<file path="config.mk">
export PLATFORM = sky130hd
export DESIGN_NAME = spi_frame_rx
export DESIGN_NICKNAME = d
export VERILOG_FILES = /design/src/rtl/spi_frame_pkg.sv /design/src/rtl/spi_pin_sync.sv /design/src/rtl/spi_frame_rx.sv
export SDC_FILE = /design/constraint.sdc
export NUM_CORES = 1
export LEC_CHECK = 0
export BUFFER_PORTS_ARGS = -buffer_cell sky130_fd_sc_hd__buf_2
export CAP_MARGIN = 20
export CORE_MARGIN = 3
export CORE_UTILIZATION = 55
export CTS_BUF_LIST = sky130_fd_sc_hd__clkbuf_16
export DETAILED_ROUTE_END_ITERATION = 16
export HOLD_SLACK_MARGIN = 0.08
export PLACE_DENSITY = 0.84
export SLEW_MARGIN = 5
export SYNTH_ARGS = -nofsm -noshare
export SYNTH_HDL_FRONTEND = slang
export SYNTH_SLANG_ARGS = --single-unit
</file>
<file path="constraint.sdc">
create_clock -name clk -period 3.7 [get_ports clk]
set_input_delay 0.555 -clock clk [delete_from_list [all_inputs] [get_ports clk]]
set_output_delay 0.555 -clock clk [all_outputs]
set_load 0.01 [all_outputs]
</file>
<file path="src/rtl/spi_frame_pkg.sv">
// Shared types and CRC-8 helper for the SPI frame receiver.
package spi_frame_pkg;

    typedef enum logic [1:0] {
        ST_IDLE   = 2'd0,
        ST_RECV   = 2'd1,
        ST_CHECK  = 2'd2,
        ST_COMMIT = 2'd3
    } rx_state_t;

    typedef enum logic [1:0] {
        ERR_NONE  = 2'd0,
        ERR_SHORT = 2'd1,
        ERR_LONG  = 2'd2,
        ERR_CRC   = 2'd3
    } err_code_t;

    localparam logic [7:0] CRC8_POLY = 8'h07;

    // One CRC-8 step over a whole byte, MSB first, no reflection.
    function automatic logic [7:0] crc8_byte(input logic [7:0] crc, input logic [7:0] data);
        logic [7:0] c;
        c = crc ^ data;
        for (int i = 0; i < 8; i++) begin
            c = c[7] ? ((c << 1) ^ CRC8_POLY) : (c << 1);
        end
        return c;
    endfunction

endpackage

</file>
<file path="src/rtl/spi_pin_sync.sv">
// Oversampling synchronisers for the SPI pins plus rising-edge detection,
// all frozen while clk_en_i is low.
module spi_pin_sync #(
    parameter int SYNC_STAGES = 2
) (
    input  logic clk_i,
    input  logic clk_en_i,
    input  logic cs_i,
    input  logic sclk_i,
    input  logic mosi_i,
    output logic cs_s_o,
    output logic mosi_s_o,
    output logic cs_rise_o,
    output logic sclk_rise_o
);

    logic [SYNC_STAGES-1:0] cs_sync_q;
    logic [SYNC_STAGES-1:0] sclk_sync_q;
    logic [SYNC_STAGES-1:0] mosi_sync_q;
    logic                   cs_prev_q;
    logic                   sclk_prev_q;

    // Pure data path: no reset, the chain refills from the pins within a few cycles.
    always_ff @(posedge clk_i) begin
        if (clk_en_i) begin
            cs_sync_q   <= {cs_sync_q[SYNC_STAGES-2:0], cs_i};
            sclk_sync_q <= {sclk_sync_q[SYNC_STAGES-2:0], sclk_i};
            mosi_sync_q <= {mosi_sync_q[SYNC_STAGES-2:0], mosi_i};
            cs_prev_q   <= cs_sync_q[SYNC_STAGES-1];
            sclk_prev_q <= sclk_sync_q[SYNC_STAGES-1];
        end
    end

    assign cs_s_o      = cs_sync_q[SYNC_STAGES-1];
    assign mosi_s_o    = mosi_sync_q[SYNC_STAGES-1];
    assign cs_rise_o   = cs_sync_q[SYNC_STAGES-1] & ~cs_prev_q;
    assign sclk_rise_o = sclk_sync_q[SYNC_STAGES-1] & ~sclk_prev_q;

endmodule

</file>
<file path="src/rtl/spi_frame_rx.sv">
// SPI-slave frame receiver with shadow/output double buffering and a
// retriggerable time-update flag. Define SPI_FRAME_CRC_EN to append a CRC-8 byte.
module spi_frame_rx
    import spi_frame_pkg::*;
#(
    parameter int FRAME_BYTES = 51,
    parameter int TIME_BYTES  = 8,
    parameter int SYNC_STAGES = 2,
    parameter int UPD_HOLD    = 128
) (
    input  logic                     clk,
    input  logic                     rst_n,
    input  logic                     clk_en,
    input  logic                     MOSI,
    input  logic                     CS,
    input  logic                     SCLK,
    output logic [8*FRAME_BYTES-1:0] FRAME,
    output logic                     FRAME_WR,
    output logic                     SYS_TIME_UPDATE,
    output logic                     FRAME_ERR,
    output logic [1:0]               ERR_CODE,
    output logic [7:0]               ERR_CNT
);

`ifdef SPI_FRAME_CRC_EN
    localparam int EXP = FRAME_BYTES + 1;
`else
    localparam int EXP = FRAME_BYTES;
`endif
    localparam int CNT_W = $clog2(EXP + 2);
    localparam int IDX_W = (FRAME_BYTES > 1) ? $clog2(FRAME_BYTES) : 1;

    localparam logic [CNT_W-1:0] FB_C   = CNT_W'(FRAME_BYTES);
    localparam logic [CNT_W-1:0] EXP_C  = CNT_W'(EXP);
    localparam logic [CNT_W-1:0] EXP1_C = CNT_W'(EXP + 1);

    logic cs_s;
    logic mosi_s;
    logic cs_rise;
    logic sclk_rise;

    spi_pin_sync #(
        .SYNC_STAGES (SYNC_STAGES)
    ) u_sync (
        .clk_i       (clk),
        .clk_en_i    (clk_en),
        .cs_i        (CS),
        .sclk_i      (SCLK),
        .mosi_i      (MOSI),
        .cs_s_o      (cs_s),
        .mosi_s_o    (mosi_s),
        .cs_rise_o   (cs_rise),
        .sclk_rise_o (sclk_rise)
    );

    rx_state_t              state_q;
    logic                   armed_q;
    logic [2:0]             bit_cnt_q;
    logic [CNT_W-1:0]       byte_cnt_q;
    logic                   ovf_q;
    err_code_t              err_q;
    logic [7:0]             shift_q;
    logic [7:0]             shadow_q [FRAME_BYTES];

    logic [8*FRAME_BYTES-1:0] frame_q;
    logic                     frame_wr_q;
    logic                     frame_err_q;
    err_code_t                err_code_q;
    logic [7:0]               err_cnt_q;
    logic                     upd_q;
    logic [7:0]               timer_q;

`ifdef SPI_FRAME_CRC_EN
    logic [7:0] crc_q;
    logic [7:0] rx_crc_q;
`endif

    logic [7:0] byte_d;
    logic       byte_done;
    logic       time_nz;
    err_code_t  chk_err_d;

    assign byte_d    = {shift_q[6:0], mosi_s};
    assign byte_done = (state_q == ST_RECV) && sclk_rise && (bit_cnt_q == 3'd7);

    always_comb begin
        time_nz = 1'b0;
        for (int i = 0; i < TIME_BYTES; i++) begin
            time_nz = time_nz | (|shadow_q[i]);
        end
    end

    // Overlong wins over short, which wins over a CRC mismatch.
    always_comb begin
        chk_err_d = ERR_NONE;
        if (ovf_q) begin
            chk_err_d = ERR_LONG;
        end else if ((bit_cnt_q != 3'd0) || (byte_cnt_q < EXP_C)) begin
            chk_err_d = ERR_SHORT;
`ifdef SPI_FRAME_CRC_EN
        end else if (crc_q != rx_crc_q) begin
            chk_err_d = ERR_CRC;
`endif
        end
    end

    // Byte assembly and shadow buffer: data only, no reset.
    always_ff @(posedge clk) begin
        if (clk_en) begin
            if ((state_q == ST_RECV) && sclk_rise) begin
                shift_q <= byte_d;
            end
            if (byte_done && (byte_cnt_q < FB_C)) begin
                shadow_q[byte_cnt_q[IDX_W-1:0]] <= byte_d;
            end
        end
    end

    always_ff @(posedge clk) begin
        if (!rst_n) begin
            state_q     <= ST_IDLE;
            armed_q     <= 1'b0;
            bit_cnt_q   <= 3'd0;
            byte_cnt_q  <= '0;
            ovf_q       <= 1'b0;
            err_q       <= ERR_NONE;
            frame_q     <= '0;
            frame_wr_q  <= 1'b0;
            frame_err_q <= 1'b0;
            err_code_q  <= ERR_NONE;
            err_cnt_q   <= 8'd0;
            upd_q       <= 1'b0;
            timer_q     <= 8'd0;
`ifdef SPI_FRAME_CRC_EN
            crc_q       <= 8'd0;
            rx_crc_q    <= 8'd0;
`endif
        end else if (clk_en) begin
            frame_wr_q  <= 1'b0;
            frame_err_q <= 1'b0;

            // A frame may only start after CS has been seen high.
            if (cs_s) begin
                armed_q <= 1'b1;
            end

            if (timer_q != 8'd0) begin
                timer_q <= timer_q - 8'd1;
                upd_q   <= (timer_q != 8'd1);
            end

            case (state_q)
                ST_IDLE: begin
                    bit_cnt_q  <= 3'd0;
                    byte_cnt_q <= '0;
                    ovf_q      <= 1'b0;
`ifdef SPI_FRAME_CRC_EN
                    crc_q      <= 8'd0;
`endif
                    if (!cs_s && armed_q) begin
                        armed_q <= 1'b0;
                        state_q <= ST_RECV;
                    end
                end

                ST_RECV: begin
                    if (sclk_rise) begin
                        bit_cnt_q <= bit_cnt_q + 3'd1;
                        if (bit_cnt_q == 3'd7) begin
`ifdef SPI_FRAME_CRC_EN
                            if (byte_cnt_q < FB_C) begin
                                crc_q <= crc8_byte(crc_q, byte_d);
                            end else if (byte_cnt_q == FB_C) begin
                                rx_crc_q <= byte_d;
                            end
`endif
                            if (byte_cnt_q != EXP1_C) begin
                                byte_cnt_q <= byte_cnt_q + 1'b1;
                            end
                            if (byte_cnt_q == EXP_C) begin
                                ovf_q <= 1'b1;
                            end
                        end
                    end
                    if (cs_rise) begin
                        state_q <= ST_CHECK;
                    end
                end

                ST_CHECK: begin
                    err_q   <= chk_err_d;
                    state_q <= ST_COMMIT;
                end

                ST_COMMIT: begin
                    if (err_q == ERR_NONE) begin
                        for (int i = 0; i < FRAME_BYTES; i++) begin
                            frame_q[8*(FRAME_BYTES-1-i) +: 8] <= shadow_q[i];
                        end
                        frame_wr_q <= 1'b1;
                        err_code_q <= ERR_NONE;
                        if (time_nz) begin
                            upd_q   <= 1'b1;
                            timer_q <= 8'(UPD_HOLD);
                        end
                    end else begin
                        frame_err_q <= 1'b1;
                        err_code_q  <= err_q;
                        if (err_cnt_q != 8'hFF) begin
                            err_cnt_q <= err_cnt_q + 8'd1;
                        end
                    end
                    state_q <= ST_IDLE;
                end

                default: state_q <= ST_IDLE;
            endcase
        end
    end

    assign FRAME           = frame_q;
    assign FRAME_WR        = frame_wr_q;
    assign FRAME_ERR       = frame_err_q;
    assign ERR_CODE        = err_code_q;
    assign ERR_CNT         = err_cnt_q;
    assign SYS_TIME_UPDATE = upd_q;

endmodule

</file>
## Yosys cells after proc, flatten, opt, wreduce, memory -nomap -nowiden

Memories as Yosys holds them, arrays and structs flattened. A register that Yosys moved wholly into a read port is not among the register bits.
Cells that the tools add are included.

- Order comparisons: 1
- Reduce and logical (&&, ||, !) cells: 71
- Mux-type cells: 34
- Bitwise gates (word level): 12
- Add/subtract/negate cells: 4
- Eq/ne operators: 14

Operators by type and width:

| operator | count |
|---|---|
| OR reduction 8 bit | 8 |
| zero test 1 bit | 44 |
| two-way mux 8 bit | 4 |
| two-way mux 1 bit | 18 |
| two-way mux 6 bit | 3 |
| case mux 6 bit (2 select lines) | 1 |
| AND reduction 5 bit | 2 |
| AND reduction 3 bit | 3 |
| adder 8 x 1 -> 8 bit, second input constant | 1 |
| two-way mux 2 bit | 4 |
| inequality test 8 x 1 -> 1 bit, second input constant | 1 |
| inequality test 8 bit, second input constant | 1 |
| case mux 2 bit (4 select lines) | 1 |
| nonzero test 8 bit | 1 |
| subtractor 8 x 1 -> 8 bit, second input constant | 1 |
| OR 1 bit | 7 |
| adder 6 x 1 -> 6 bit, second input constant | 1 |
| == test 6 bit, second input constant | 1 |
| < comparator 6 bit, second input constant | 1 |
| inequality test 2 x 1 -> 1 bit, second input constant | 3 |
| inequality test 2 bit, second input constant | 3 |
| inequality test 6 bit, second input constant | 1 |
| case mux 3 bit (2 select lines) | 1 |
| AND reduction 2 bit | 3 |
| 14 further kinds | 22 |

- Bits of input ports: 6
- Memories: 1
- Memory bits (writable): 408
- Bits in registers: 459

Memories:

| name | words | width | read ports | clocked after Yosys merged registers in | write ports | RTL line | RTL |
|---|---|---|---|---|---|---|---|
| shadow_q | 51 | 8 | 51 | 43 | 1 | spi_frame_rx.sv:63 | `logic [7:0] shadow_q [FRAME_BYTES];` |

## Longest topological paths before layout

An unclocked memory read counts as a cell.

- Depth after elaboration: 12
- Depth in mapped cells: 8
- Mapped depth without buffers: 7

## By module

Synthesis repeated with hierarchy kept, for this count alone.

- Cells, all modules: 2513
- Area, all modules: 28955.3 µm²

By module, submodules not included:

| module | cells an instance | times used | area each (µm²) |
|---|---|---|---|
| spi_frame_rx | 2503 | 1 | 28687.5 |
| spi_pin_sync | 10 | 1 | 267.8 |

## Worst setup path before layout

OpenSTA, ideal clock, no wires.

- Path type: input to register
- Start: in clk_en
- End: mem shadow_q[18][0] (enable)
- Stages: 7
- Path buffers: 2
- Path slack: 1.389 ns
- Arrival time: 1.941 ns
- Path through: buf_4 and4b_1 buf_4 nand2_1 nor2_1 nand3b_1 nor2_1

- Cells in the longest elaborated chain, start to end: 2

Ends and longest elaborated chain:

| element | RTL line | RTL |
|---|---|---|
| start, declared | spi_frame_rx.sv:13 | `input logic clk_en,` |
| two-way mux 1 bit | spi_frame_rx.sv:109 | `if (clk_en) begin` |
| two-way mux 1 bit (not written as such) | spi_frame_rx.sv:114 | `shadow_q[byte_cnt_q[IDX_W-1:0]] <= byte_d;` |
| end, declared | spi_frame_rx.sv:63 |  |

No other way between the ends.

## Worst setup path in the final report

- Start: reg state_q[1]
- End: mem shadow_q[45][4] (enable)

- Cells in the longest elaborated chain, start to end: 7

Ends and longest elaborated chain:

| element | RTL line | RTL |
|---|---|---|
| start, declared | spi_frame_rx.sv:56 | `rx_state_t state_q;` |
| start signal, assigned | spi_frame_rx.sv:121 | `state_q <= ST_IDLE;` |
| start signal, assigned | spi_frame_rx.sv:162 | `state_q <= ST_RECV;` |
| start signal, assigned | spi_frame_rx.sv:186 | `state_q <= ST_CHECK;` |
| == test 2 x 1 -> 1 bit | spi_frame_rx.sv:84 | `assign byte_done = (state_q == ST_RECV) && sclk_rise && (bit_cnt_q == 3'd7);` |
| logical AND 1 bit (2 in a row) | spi_frame_rx.sv:84 |  |
| logical AND 1 bit | spi_frame_rx.sv:113 | `if (byte_done && (byte_cnt_q < FB_C)) begin` |
| two-way mux 1 bit | spi_frame_rx.sv:113 |  |
| two-way mux 1 bit | spi_frame_rx.sv:109 |  |
| two-way mux 1 bit (not written as such) | spi_frame_rx.sv:114 |  |

No other way between the ends.

==> run metrics <==
status complete, no violations; Die Ht 240 um; Slew @ Worst Pin 1220 ps; final std cells w/o fill 3674; Period Utilization, post-route 92.5%; maxcap violations 0; grt peak-use layer met2; arrival time of the worst setup path 3670 ps; Seq cells post-synth 867; Max Slew Vio Count 0; WL final 78400 um; pwr dens 532 nW/um2; fmax 292 MHz; CTS H-tree depth 3; unique cell type count in the Yosys netlist 49; Final nets 2927; hpwl dp 48800 um; M1 GR Usage 34.6%; met3 Usage GRT 5.56%; Initial Util 55.7%; die width 240 um; clock buffer depth 3; Max Clock Skew 22.9 ps; top cell type by total area after synthesis edfxtp_1; Fin Setup TNS 0 ps; # Post-CTS Setup Buffers 0; clk_lat worst skew 630 ps; Design Area, Final 35400 um2; DR WL/cell 21.3 um; most numerous cell in the Yosys netlist nand2_1; met2 Usage GRT 43.9%; Post-synth EDFFs 423; Routed Antenna Nets 0; CP cell instances inv_1 > ha_1 > and4b_1 > buf_4 > nand4_1 > nor2_1; via count 20200; Layout area overhead 17.8%; TritonCTS clock tree yes; Data required, critical path 3950 ps; gr usage total 26.9%; IO buf count 426; crit path kind flop to flop; Placed Area 32700 um2; ANT cells 0; ys async rst share 0%; Final min period 3420 ps; Placeable Area 53900 um2; initial antenna violation count 0; Ports 427; slowest cell on the critical path nor2_1; largest net degree at the start of global routing 245; normalized max-slew margin 18.6%; DRC violations left 0; Leakage 0.0130 uW; Mapped Area 30000 um2; Synth Net Count 2532; Critical Path Sink Type flop; sequential share of the synthesized area 71.9%; Num CTS Buffers 85; layout cells sized above 1 19.7%; first-pass GRT wire length 117000 um; Max IR drop VDD 393 uV; initial DRC count 1737; most frequent cells after synthesis nand2_1, dfxtp_1, edfxtp_1; max incr delay on CP 880 ps; CTS Hold Bufs 0; grt total ovfl 0; vias in the first global route 19900; Ys Warns 0; Hold WC Path Type input port to flop; Initial DRT Pass Iterations 6; clk slew on worst S/H paths 60 ps; root buffer cell clkbuf_16; post-cts resize count 0; DR vias/cell 5.51; die area 57400 um2; synth top area cells edfxtp_1, dfxtp_1, nand2_1, a21boi_0, a21boi_1; RSZ-0062 raised after global routing no; placed cell count 3515; Crit Path Max Fanout 13; Synth top area share 42.3%; startpoint types flop; Synth Area per Inst 12.0 um2; num rows 85; clk sinks 867; Final GP Congestion 0.843; main flop type after synthesis dfxtp_1; Fin. Hold Viols 0; # setup viols final 0; Synth Instances 2512
worst max-delay path, delay by kind of cell (launching register included):
kind | cells | cell delay [ps]
buffers and inverters | 2 | 340
and+or+nand+nor | 3 | 1930
adders and majority gates | 1 | 430
DFF | 1 | 350
final cells by class:
cell class | count | area [um2]
clock buffer | 90 | 2250
clock inverter | 68 | 412
fill | 3805 | 18500
inverter | 14 | 52.6
multi-input combinational | 1481 | 7720
sequential | 867 | 21600
tap | 696 | 871
timing repair buffer | 458 | 2490
power by group:
part           total, uW  switching (uW)  internal [uW]
clock               8210            3600           4620
sequential         10100            64.6          10100
combinational        492             287            205
total              18800            3950          14900
cells by family after synthesis:
family          Yosys count  synth area share, %
simple gates            999                 13.2
buf+inv                 164                 2.45
xor+xnor                 12                0.350
fa+ha+maj                14                0.583
flops                   867                 71.9
compound gates          454                 11.4
mux                       2               0.0667
state kept, by name, summed over array words and instances, names as in the netlist, 2 cells and up:
name                cells
FRAME                 408
shadow_q              408
ERR_CNT                 8
timer_q                 8
shift_q                 7
byte_cnt_q              6
bit_cnt_q               3
ERR_CODE                2
err_q                   2
state_q                 2
u_sync.cs_sync_q        2
u_sync.mosi_sync_q      2
u_sync.sclk_sync_q      2
final timing paths:
| kind | start | to | slack [ps] | cells past startpoint |
|---|---|---|---|---|
| max reg2reg | state_q[1]$_SDFFE_PN0P_ | shadow_q[45][4]$_DFFE_PP_ | 280 | 6 |
| min | CS | u_sync.cs_sync_q[0]$_DFFE_PP_ | 120 | 1 |
| min reg2reg | u_sync.mosi_sync_q[0]$_DFFE_PP_ | u_sync.mosi_sync_q[1]$_DFFE_PP_ | 420 | 0 |
| max | state_q[1]$_SDFFE_PN0P_ | shadow_q[45][4]$_DFFE_PP_ | 280 | 6 |
cells in the final DEF, fill, tap and decap left out, drive strengths merged, types with 2 or more instances in the layout:
master / instances
nand2: 842
buf: 458
dfxtp: 444
edfxtp: 423
a21boi: 414
clkbuf: 90
nor2: 71
inv: 45
clkinv: 31
nor4: 19
nand3: 16
ha: 14
nor2b: 11
nor3: 10
o21ai: 10
and2: 8
nand4: 7
xnor2: 7
or3: 5
a21oi: 5
xor2: 5
a211oi: 4
a31oi: 4
nand3b: 3
a22oi: 3
o221ai: 3
clkinvlp: 3
bufinv: 3
nand2b: 2
nor3b: 2
o21a: 2
mux2i: 2
o211ai: 2
per-stage QoR:
| stage | utilization [%] | hold WS, ps | total power (uW) | setup WS [ps] |
|---|---|---|---|---|
| 6_report | 65.6 | 124 | 18800 | 277 |
| 3_5_place_dp | 60.7 | 407 | 10800 | 343 |
| 2_1_floorplan | - | 400 | 10700 | 1390 |
| 5_1_grt | 65.6 | 104 | 19400 | 148 |
| 4_1_cts | 65.6 | 90.7 | 18900 | 293 |
| 3_3_place_gp | 60.7 | 403 | 10800 | 425 |
per-layer routing:
metal	vias up	wire length [um]
li1	9321	-
met1	9942	31500
met2	815	37800
met3	169	5750
met4	0	3330
met5	-	0
No activity file was read; power rests on OpenSTA's default activity.
